===== src/rtl/mem_fetch_unit_if.sv =====
// Memory bus between the fetch/data sequencer (master) and the shared memory (slave).
// A transfer completes on any rising edge where mem_valid and mem_ready are both high.
interface mem_fetch_unit_if #(
  parameter int ADDR_W = 8,
  parameter int BUS_W  = 8
);
  logic              mem_valid;
  logic [ADDR_W-1:0] mem_adr;
  logic              mem_we;
  logic [BUS_W-1:0]  mem_wd;
  logic [BUS_W-1:0]  mem_rd;
  logic              mem_ready;

  modport master (
    output mem_valid, mem_adr, mem_we, mem_wd,
    input  mem_rd, mem_ready
  );

  modport slave (
    input  mem_valid, mem_adr, mem_we, mem_wd,
    output mem_rd, mem_ready
  );
endinterface


===== src/rtl/mem_fetch_unit.sv =====
// Handshaked memory sequencer: multi-beat instruction fetch plus single-beat data load/store,
// with an optional data-then-fetch sequence when both requests arrive together.
module mem_fetch_unit #(
  parameter int ADDR_W  = 8,
  parameter int BUS_W   = 8,
  parameter int INSTR_W = 16
) (
  input  logic               ph1,
  input  logic               reset,
  input  logic               fetch_req,
  input  logic [ADDR_W-1:0]  pc,
  input  logic               data_req,
  input  logic               data_we,
  input  logic [ADDR_W-1:0]  data_adr,
  input  logic [BUS_W-1:0]   data_wd,
  output logic               busy,
  output logic [INSTR_W-1:0] instr,
  output logic               instr_valid,
  output logic [BUS_W-1:0]   data_rd,
  output logic               data_done,
  mem_fetch_unit_if.master   mem
);

  localparam int BEATS  = INSTR_W / BUS_W;
  localparam int BEAT_W = (BEATS > 1) ? $clog2(BEATS) : 1;
  localparam logic [BEAT_W-1:0] LAST_BEAT = BEAT_W'(BEATS - 1);

  typedef enum logic [1:0] {
    IDLE  = 2'd0,
    DATA  = 2'd1,
    FETCH = 2'd2
  } state_e;

  state_e              state_q, state_d;
  logic                pend_fetch_q, pend_fetch_d;
  logic [BEAT_W-1:0]   beat_q, beat_d;
  logic [ADDR_W-1:0]   pc_q, pc_d;
  logic [ADDR_W-1:0]   data_adr_q, data_adr_d;
  logic                data_we_q, data_we_d;
  logic [BUS_W-1:0]    data_wd_q, data_wd_d;
  logic [INSTR_W-1:0]  shift_q, shift_d;
  logic [INSTR_W-1:0]  instr_q, instr_d;
  logic                instr_valid_q, instr_valid_d;
  logic [BUS_W-1:0]    data_rd_q, data_rd_d;
  logic                data_done_q, data_done_d;
  logic                mem_valid_q, mem_valid_d;
  logic [ADDR_W-1:0]   mem_adr_q, mem_adr_d;
  logic                mem_we_q, mem_we_d;
  logic [BUS_W-1:0]    mem_wd_q, mem_wd_d;
  logic                xfer;

  // Next-state, capture and registered bus-output computation
  always_comb begin
    state_d       = state_q;
    pend_fetch_d  = pend_fetch_q;
    beat_d        = beat_q;
    pc_d          = pc_q;
    data_adr_d    = data_adr_q;
    data_we_d     = data_we_q;
    data_wd_d     = data_wd_q;
    shift_d       = shift_q;
    instr_d       = instr_q;
    instr_valid_d = 1'b0;
    data_rd_d     = data_rd_q;
    data_done_d   = 1'b0;
    xfer          = mem_valid_q & mem.mem_ready;

    case (state_q)
      IDLE: begin
        if (fetch_req) begin
          pc_d = pc;
        end else begin
          pc_d = pc_q;
        end
        if (data_req) begin
          data_adr_d   = data_adr;
          data_we_d    = data_we;
          data_wd_d    = data_wd;
          pend_fetch_d = fetch_req;
          state_d      = DATA;
        end else if (fetch_req) begin
          beat_d  = '0;
          state_d = FETCH;
        end else begin
          state_d = IDLE;
        end
      end
      DATA: begin
        if (xfer) begin
          if (!data_we_q) begin
            data_rd_d = mem.mem_rd;
          end else begin
            data_rd_d = data_rd_q;
          end
          data_done_d = 1'b1;
          if (pend_fetch_q) begin
            // Combined request: fetch starts in the same cycle data_done pulses
            pend_fetch_d = 1'b0;
            beat_d       = '0;
            state_d      = FETCH;
          end else begin
            state_d = IDLE;
          end
        end else begin
          state_d = DATA;
        end
      end
      FETCH: begin
        if (xfer) begin
          shift_d = (shift_q << BUS_W) | INSTR_W'(mem.mem_rd);
          if (beat_q == LAST_BEAT) begin
            instr_d       = shift_d;
            instr_valid_d = 1'b1;
            beat_d        = '0;
            state_d       = IDLE;
          end else begin
            beat_d = beat_q + BEAT_W'(1);
          end
        end else begin
          state_d = FETCH;
        end
      end
      default: begin
        state_d = IDLE;
      end
    endcase

    mem_valid_d = (state_d != IDLE);
    case (state_d)
      DATA: begin
        mem_adr_d = data_adr_d;
        mem_we_d  = data_we_d;
        mem_wd_d  = data_we_d ? data_wd_d : '0;
      end
      FETCH: begin
        mem_adr_d = pc_d + ADDR_W'(beat_d);
        mem_we_d  = 1'b0;
        mem_wd_d  = '0;
      end
      default: begin
        mem_adr_d = '0;
        mem_we_d  = 1'b0;
        mem_wd_d  = '0;
      end
    endcase
  end

  // State and output registers with synchronous reset
  always_ff @(posedge ph1) begin
    if (reset) begin
      state_q       <= IDLE;
      pend_fetch_q  <= 1'b0;
      beat_q        <= '0;
      pc_q          <= '0;
      data_adr_q    <= '0;
      data_we_q     <= 1'b0;
      data_wd_q     <= '0;
      shift_q       <= '0;
      instr_q       <= '0;
      instr_valid_q <= 1'b0;
      data_rd_q     <= '0;
      data_done_q   <= 1'b0;
      mem_valid_q   <= 1'b0;
      mem_adr_q     <= '0;
      mem_we_q      <= 1'b0;
      mem_wd_q      <= '0;
    end else begin
      state_q       <= state_d;
      pend_fetch_q  <= pend_fetch_d;
      beat_q        <= beat_d;
      pc_q          <= pc_d;
      data_adr_q    <= data_adr_d;
      data_we_q     <= data_we_d;
      data_wd_q     <= data_wd_d;
      shift_q       <= shift_d;
      instr_q       <= instr_d;
      instr_valid_q <= instr_valid_d;
      data_rd_q     <= data_rd_d;
      data_done_q   <= data_done_d;
      mem_valid_q   <= mem_valid_d;
      mem_adr_q     <= mem_adr_d;
      mem_we_q      <= mem_we_d;
      mem_wd_q      <= mem_wd_d;
    end
  end

  assign busy          = mem_valid_q;
  assign instr         = instr_q;
  assign instr_valid   = instr_valid_q;
  assign data_rd       = data_rd_q;
  assign data_done     = data_done_q;
  assign mem.mem_valid = mem_valid_q;
  assign mem.mem_adr   = mem_adr_q;
  assign mem.mem_we    = mem_we_q;
  assign mem.mem_wd    = mem_wd_q;

endmodule


===== src/flat_wrapper.sv =====
// flat-port wrapper written by rule: the top's interface ports become plain ports
module mem_fetch_unit_flat 
#(
  parameter int ADDR_W  = 8,
  parameter int BUS_W   = 8,
  parameter int INSTR_W = 16
)
  (ph1, reset, fetch_req, pc, data_req, data_we, data_adr, data_wd, busy, instr, instr_valid, data_rd, data_done, mem_mem_valid, mem_mem_adr, mem_mem_we, mem_mem_wd, mem_mem_rd, mem_mem_ready);
  mem_fetch_unit_if #(.ADDR_W(ADDR_W), .BUS_W(BUS_W)) mem_i ();
  input  logic ph1;
  input  logic reset;
  input  logic fetch_req;
  input  logic [ADDR_W-1:0] pc;
  input  logic data_req;
  input  logic data_we;
  input  logic [ADDR_W-1:0] data_adr;
  input  logic [BUS_W-1:0] data_wd;
  output logic busy;
  output logic [INSTR_W-1:0] instr;
  output logic instr_valid;
  output logic [BUS_W-1:0] data_rd;
  output logic data_done;
  output wire logic [$bits(mem_i.mem_valid)-1:0] mem_mem_valid;
  output wire logic [$bits(mem_i.mem_adr)-1:0] mem_mem_adr;
  output wire logic [$bits(mem_i.mem_we)-1:0] mem_mem_we;
  output wire logic [$bits(mem_i.mem_wd)-1:0] mem_mem_wd;
  input wire logic [$bits(mem_i.mem_rd)-1:0] mem_mem_rd;
  input wire logic [$bits(mem_i.mem_ready)-1:0] mem_mem_ready;
  assign mem_mem_valid = mem_i.mem_valid;
  assign mem_mem_adr = mem_i.mem_adr;
  assign mem_mem_we = mem_i.mem_we;
  assign mem_mem_wd = mem_i.mem_wd;
  assign mem_i.mem_rd = mem_mem_rd;
  assign mem_i.mem_ready = mem_mem_ready;
  mem_fetch_unit #(.ADDR_W(ADDR_W), .BUS_W(BUS_W), .INSTR_W(INSTR_W)) u_core (.ph1(ph1), .reset(reset), .fetch_req(fetch_req), .pc(pc), .data_req(data_req), .data_we(data_we), .data_adr(data_adr), .data_wd(data_wd), .busy(busy), .instr(instr), .instr_valid(instr_valid), .data_rd(data_rd), .data_done(data_done), .mem(mem_i));
endmodule

===== config.mk =====
export PLATFORM = sky130hd
export DESIGN_NAME = mem_fetch_unit_flat
export DESIGN_NICKNAME = d
export VERILOG_FILES = /design/src/rtl/mem_fetch_unit_if.sv /design/src/rtl/mem_fetch_unit.sv /design/src/flat_wrapper.sv
export SDC_FILE = /design/constraint.sdc
export NUM_CORES = 1
export LEC_CHECK = 0
export ABC_CLOCK_PERIOD_IN_PS = 2860
export CAP_MARGIN = 15
export CELL_PAD_IN_SITES_DETAIL_PLACEMENT = 1
export CELL_PAD_IN_SITES_GLOBAL_PLACEMENT = 1
export CORE_MARGIN = 2
export CORE_UTILIZATION = 35
export DETAILED_ROUTE_END_ITERATION = 6
export PLACE_DENSITY = 0.74
export SLEW_MARGIN = 10
export SYNTH_ARGS = -nofsm -noshare
export SYNTH_HDL_FRONTEND = slang
export SYNTH_SLANG_ARGS = --single-unit

===== constraint.sdc =====
create_clock -name ph1 -period 2.86 [get_ports ph1]
set_input_delay 0.572 -clock ph1 [delete_from_list [all_inputs] [get_ports ph1]]
set_output_delay 0.572 -clock ph1 [all_outputs]
set_load 0.05 [all_outputs]

==> results of run 1 <==
-- registers in the layout, indices dropped and copies added (netlist names) --
register,cells
u_core.mem.mem_wd,8
u_core.pc_q,8
u_core.shift_q,8
u_core.data_adr_q,8
u_core.busy,1
u_core.data_done,1
u_core.beat_q,1
u_core.data_we_q,1
u_core.mem.mem_adr,8
u_core.instr_valid,1
u_core.state_q,2
u_core.pend_fetch_q,1
u_core.instr,16
u_core.mem.mem_we,1
u_core.data_rd,8
u_core.data_wd_q,8
-- area by class of cell --
| cell class | count | area share (%) |
|---|---|---|
| Clock buffer | 9 | 2.883 |
| Clock inverter | 7 | 1.281 |
| Inverter | 3 | 0.2621 |
| Multi-Input combinational cell | 239 | 33.08 |
| Sequential cell | 81 | 37.74 |
| Tap cell | 108 | 3.145 |
| Timing Repair Buffer | 97 | 21.61 |
-- where the power goes --
group,switching (W),internal [W]
Sequential,0.0000308,0.00117
Combinational,0.000194,0.000161
Clock,0.000431,0.000324
Total,0.000656,0.00166
-- worst paths after layout --
check | depth (start not counted) | endpoint | start | slack [ps]
worst max-delay path | 11 | u_core.mem.mem_adr[7] | mem_mem_ready | 170
worst min-delay path | 2 | u_core.instr[13] | u_core.shift_q[5] | 460
worst max register to register | 9 | u_core.mem.mem_adr[7] | u_core.state_q[1] | 310
worst min register to register | 2 | u_core.instr[13] | u_core.shift_q[5] | 460
-- routing by layer --
layer	share of wire (%)	vias to the layer above
met1	43	1297
met2	51	66
met3	4.8	7
met4	1.1	0
met5	0	-
li1	-	1338
-- critical path, delay by kind of cell --
| family | cells | cell delay (ps) |
|---|---|---|
| compound gates | 2 | 270 |
| fa+ha+maj | 1 | 150 |
| simple gates | 6 | 1320 |
| buf+inv | 2 | 640 |
-- cells in the mapped netlist, types with 2 or more instances --
cell	n
a21bo_2	2
a21oi_1	31
a22oi_1	2
and2_1	3
buf_2	4
buf_4	7
buf_6	3
clkbuf_1	6
dfxtp_1	81
ha_1	5
inv_1	3
mux2_2	4
mux2i_1	28
nand2_1	64
nand2b_1	2
nand3_1	6
nand3b_1	3
nand4_1	7
nand4b_1	3
nor2_1	42
nor2b_1	7
o22ai_1	3
xnor2_1	4
-- stage by stage --
| step | instance area, µm² | util, % | std cells | hold WS [ps] | setup slack, ps |
|---|---|---|---|---|---|
| after floorplan | 3182 | - | 344 | 432.1 | 422.2 |
| after global placement | 4118 | 46.99 | 528 | 442.7 | -60.45 |
| after detailed placement | 4118 | 46.99 | 528 | 449.5 | -106.4 |
| after CTS | 4297 | 49.03 | 544 | 453.9 | 223.1 |
| after global routing | 4297 | 49.03 | 544 | 479.9 | 133.7 |
| final | 4297 | 49.03 | 544 | 458.7 | 169.0 |
-- kinds of logic after synthesis --
family | synth area share (%)
adders and majority gates | 1.966
AOI/OAI and AO/OA | 8.730
muxes | 10.22
and+or+nand+nor | 22.22
DFF | 50.96
xor gates and xnor gates | 1.376
buffers and inverters | 4.522
==> flow_metrics.tcl, run 1 <==
set metrics [dict create \
    grt_pass1_vias 2809 \
    setup_viol 0 \
    cts_setup_buffers 0 \
    cpPeakStageDelay_ps 490 \
    grt.busiest_layer "met2" \
    dr.first_iter.drc_count 115 \
    endpoint_kind "flip-flop" \
    final_cell_mix "81 x clkdlybuf4s50_1, 81 x dfxtp_1, 64 x nand2_1" \
    fin_crit_ps 2691 \
    grt_start_max_net_pins 42 \
    final-seq-area_mm2 0.001622 \
    cts_resized 0 \
    cts_buffers 9 \
    cts_tree "built" \
    multi_input_area_mm2 0.001421 \
    netlist.area_leader.share_pct 50.96 \
    drive_gt1_share_pct 9.862 \
    insertion_delay_ps 350 \
    detail-route-antenna-nets 0 \
    syn_nets 387 \
    dieHeight_um 99.35 \
    fmax_ghz 0.3716 \
    critPathKind "input port to flip-flop" \
    setup_tns_ps 0 \
    cts.sinks 81 \
    grtUsageTotal_pct 17.83 \
    ios 83 \
    core_area_mm2 0.008763 \
    core.rowCount 34 \
    via_count 2708 \
    async_reset_ff_share_pct 0 \
    start_kind "input port" \
    clock_skew_ps 4.119 \
    firstDrtPassIters 4 \
    power_leakage_nw 1.586 \
    tightest_slew_ps 603.8 \
    antenna_found_initial 0 \
    gp_congestion 0.7774 \
    cp_max_fo 4 \
    synthFlopType "dfxtp_1" \
    synth_cells 344 \
    syn_area_per_cell_um2 9.249 \
    crit_chain "clkdlybuf4s50_1, nand3_1, o21ai_0, and2_1, nor3_1, buf_4, ha_1, nand2_1, or4b_1, and3_1, o31ai_1" \
    drc 0 \
    report.final.slew_viol_count 0 \
    fill_cells 1032 \
    ys_warn_count 0 \
    areaGrowthSynthToFinish_pct 35.04 \
    die_w_um 99.35 \
    layout.nets 474 \
    pwr_density_cell_mw_per_mm2 537.9 \
    rsz0062_at_grt "no" \
    status "finished, final reports clean" \
    min_period_over_period_pct 94.09 \
    antenna_cells 0 \
    hp-class "flip-flop to flip-flop" \
    seq_area_frac_synth_pct 50.96 \
    cts.path.max_buffers 2 \
    drv_cap 0 \
    netlist_top_cells_area "dfxtp_1 51%, mux2i_1 8.8%, nand2_1 7.6%, nor2_1 5.0%, a21oi_1 4.9%" \
    cp.arrival_ps 2960 \
    hold_viol 0 \
    grt_use_met2_pct 31.29 \
    max_slew_margin_pct 59.75 \
    power_w 0.002311 \
    cts.htree.levels 3 \
    cp.required_ps 3130 \
    met1_usage_pct 21.33 \
    via_per_inst 4.978 \
    synth_seq_cells 81 \
    vdd_drop_max_uv 272.0 \
    synth_edf_count 0 \
    cp_slowest_cell "or4b_1" \
    use_met3_pct 4.849 \
    start_util_pct 36.31 \
    grt.overflow.total 0 \
    cts_root_buf "clkbuf_8" \
    hold_buffers 0 \
    yosys.cell_types.count 47 \
    dp_hpwl_um 5913 \
    yosysTopAreaCell "dfxtp_1" \
    grt_pass1_wl_um 13880 \
    synth_area_mm2 0.003182 \
    wl_per_cell_um 15.23 \
    port_buffers 82 \
    die-area_mm2 0.009869 \
    clk_pin_slew_ps 80 \
    routed_wl_um 8284 \
]
Power figures use the tool's default switching activity.
==> inputs of run 2 (changes only) <==
--- a/config.mk
+++ b/config.mk
@@ -11,6 +11,7 @@
 export CELL_PAD_IN_SITES_GLOBAL_PLACEMENT = 1
 export CORE_MARGIN = 2
 export CORE_UTILIZATION = 35
+export CTS_BUF_LIST = sky130_fd_sc_hd__clkbuf_2
 export DETAILED_ROUTE_END_ITERATION = 6
 export PLACE_DENSITY = 0.74
 export SLEW_MARGIN = 10
==> run 2 against run 1 <==
  * Setup slack better by 150 ps
  * Critical path depth is 1 lower
  * Flip-flop and latch count stayed put
  * Count of clock-buffer cells in the layout stayed put
  * Critical endpoint unchanged
  * Highest routed layer unchanged
==> flow_metrics.tcl, run 2 (synthesis results as in run 1) <==
set metrics [dict create \
    rr_worst_depth 10 \
    pwr_density_cell_mw_per_mm2 498.3 \
    cts.htree.levels 3 \
    cp_slowest_cell "dfxtp_1" \
    antenna_found_initial 0 \
    clock_skew_ps 9.933 \
    cts.path.max_buffers 2 \
    layout.nets 474 \
    areaGrowthSynthToFinish_pct 32.56 \
    holdWs_ps 277.9 \
    setup_tns_ps 0 \
    min_path_cells 2 \
    cp_num_buf_inv 1 \
    firstDrtPassIters 4 \
    die-area_mm2 0.009869 \
    start_kind "flip-flop" \
    core.rowCount 34 \
    routed_wl_um 8100 \
    via_per_inst 5.004 \
    crit_top_cell "nand2_1" \
    multi_input_area_mm2 0.001421 \
    cts_buffers 9 \
    vdd_drop_max_uv 212.5 \
    antenna_cells 0 \
    cpPeakStageDelay_ps 630 \
    start_util_pct 36.31 \
    worstHoldStart "reset" \
    drc 0 \
    wl_per_cell_um 14.89 \
    rsz0062_at_grt "no" \
    setup_viol 0 \
    die_w_um 99.35 \
    tightest_slew_ps 622.2 \
    cts.sinks 81 \
    crit_chain "nor2_1, nand2_1, a21oi_1, nor3_1, buf_4, ha_1, nand2_1, or4b_1, and3_1, o31ai_1" \
    cp_max_fo 12 \
    fill_cells 1045 \
    final-seq-area_mm2 0.001622 \
    fin_crit_ps 2543 \
    insertion_delay_ps 530 \
    status "finished, final reports clean" \
    cts_resized 0 \
    ios 83 \
    drv_cap 0 \
    cts_tree "built" \
    cp.required_ps 3320 \
    dp_hpwl_um 5913 \
    hold_buffers 0 \
    grt_start_max_net_pins 42 \
    report.final.slew_viol_count 0 \
    path_depth 10 \
    grt.overflow.total 0 \
    cts_setup_buffers 0 \
    max_slew_margin_pct 58.52 \
    cp_top_family "simple AND/OR/NAND/NOR gates" \
    clk_pin_slew_ps 230 \
    drive_gt1_share_pct 9.862 \
    dieHeight_um 99.35 \
    grtUsageTotal_pct 17.39 \
    largest_reg_flops 16 \
    endpoint_kind "flip-flop" \
    fmax_ghz 0.3932 \
    via_count 2722 \
    detail-route-antenna-nets 0 \
    cts_root_buf "clkbuf_2" \
    grt_pass1_vias 2739 \
    hold_viol 0 \
    core_area_mm2 0.008763 \
    cp.arrival_ps 3010 \
    port_buffers 82 \
    min_period_over_period_pct 88.92 \
    critPathLaunch "u_core.state_q[1]" \
    final_cell_mix "81 x clkdlybuf4s50_1, 81 x dfxtp_1, 64 x nand2_1" \
    power_leakage_nw 1.558 \
    reg2reg_from "u_core.state_q[1]" \
    dr.first_iter.drc_count 89 \
    grt_pass1_wl_um 13630 \
    gp_congestion 0.7774 \
    critPathKind "flip-flop to flip-flop" \
    hp-class "input port to flip-flop" \
]
-- run 2: cell counts in the layout (fill, tap and decap cells not counted) --
No cell type changed its count.
-- run 2: final timing paths --
| path | to | slack [ps] |
|---|---|---|
| setup / recovery | u_core.mem.mem_adr[7] | 320 |
| hold / removal | u_core.busy | 280 |
| setup reg to reg | u_core.mem.mem_adr[7] | 320 |
| hold reg to reg | u_core.instr[11] | 470 |
-- run 2: layout make-up --
cell class                 instances  share of cell area (%)
inverter                           3                  0.2670
timing repair buffer              97                   22.01
multi-input combinational        239                   33.70
clock buffer                       9                   1.068
sequential                        81                   38.45
tap                              108                   3.204
clock inverter                     7                   1.305
-- run 2: through the flow --
step,power [W],util (%),worst slack [ps],area [µm²],cells
after floorplan,0.001447,-,422.2,3182,344
after global placement,0.001575,46.99,-60.45,4118,528
after detailed placement,0.001582,46.99,-106.4,4118,528
after CTS,0.002136,48.13,289.0,4218,544
after global routing,0.002217,48.13,163.5,4218,544
final,0.002102,48.13,316.9,4218,544
-- run 2: worst register-to-register path, stage by stage (launching register included) --
cell     delay [ps]
dfxtp_1         630
nor2_1          120
nand2_1         100
a21oi_1          80
nor3_1          320
buf_4           180
ha_1            150
nand2_1          50
or4b_1          490
and3_1          180
o31ai_1         170
-- run 2: metal layers --
metal	part of all wire (%)	up-vias	wire, µm	track usage, %
li1	-	1336	-	-
met1	44	1310	3588	21.61
met2	50	64	4013	29.78
met3	4.5	12	366	3.233
met4	1.6	0	131	6.955
met5	0	-	0	0
-- run 2: power breakdown --
group,internal (W),switching (W),total (W)
logic,0.000161,0.000191,0.000352
clock network,0.000124,0.000420,0.000544
registers,0.00118,0.0000306,0.00121
total,0.00146,0.000642,0.00210
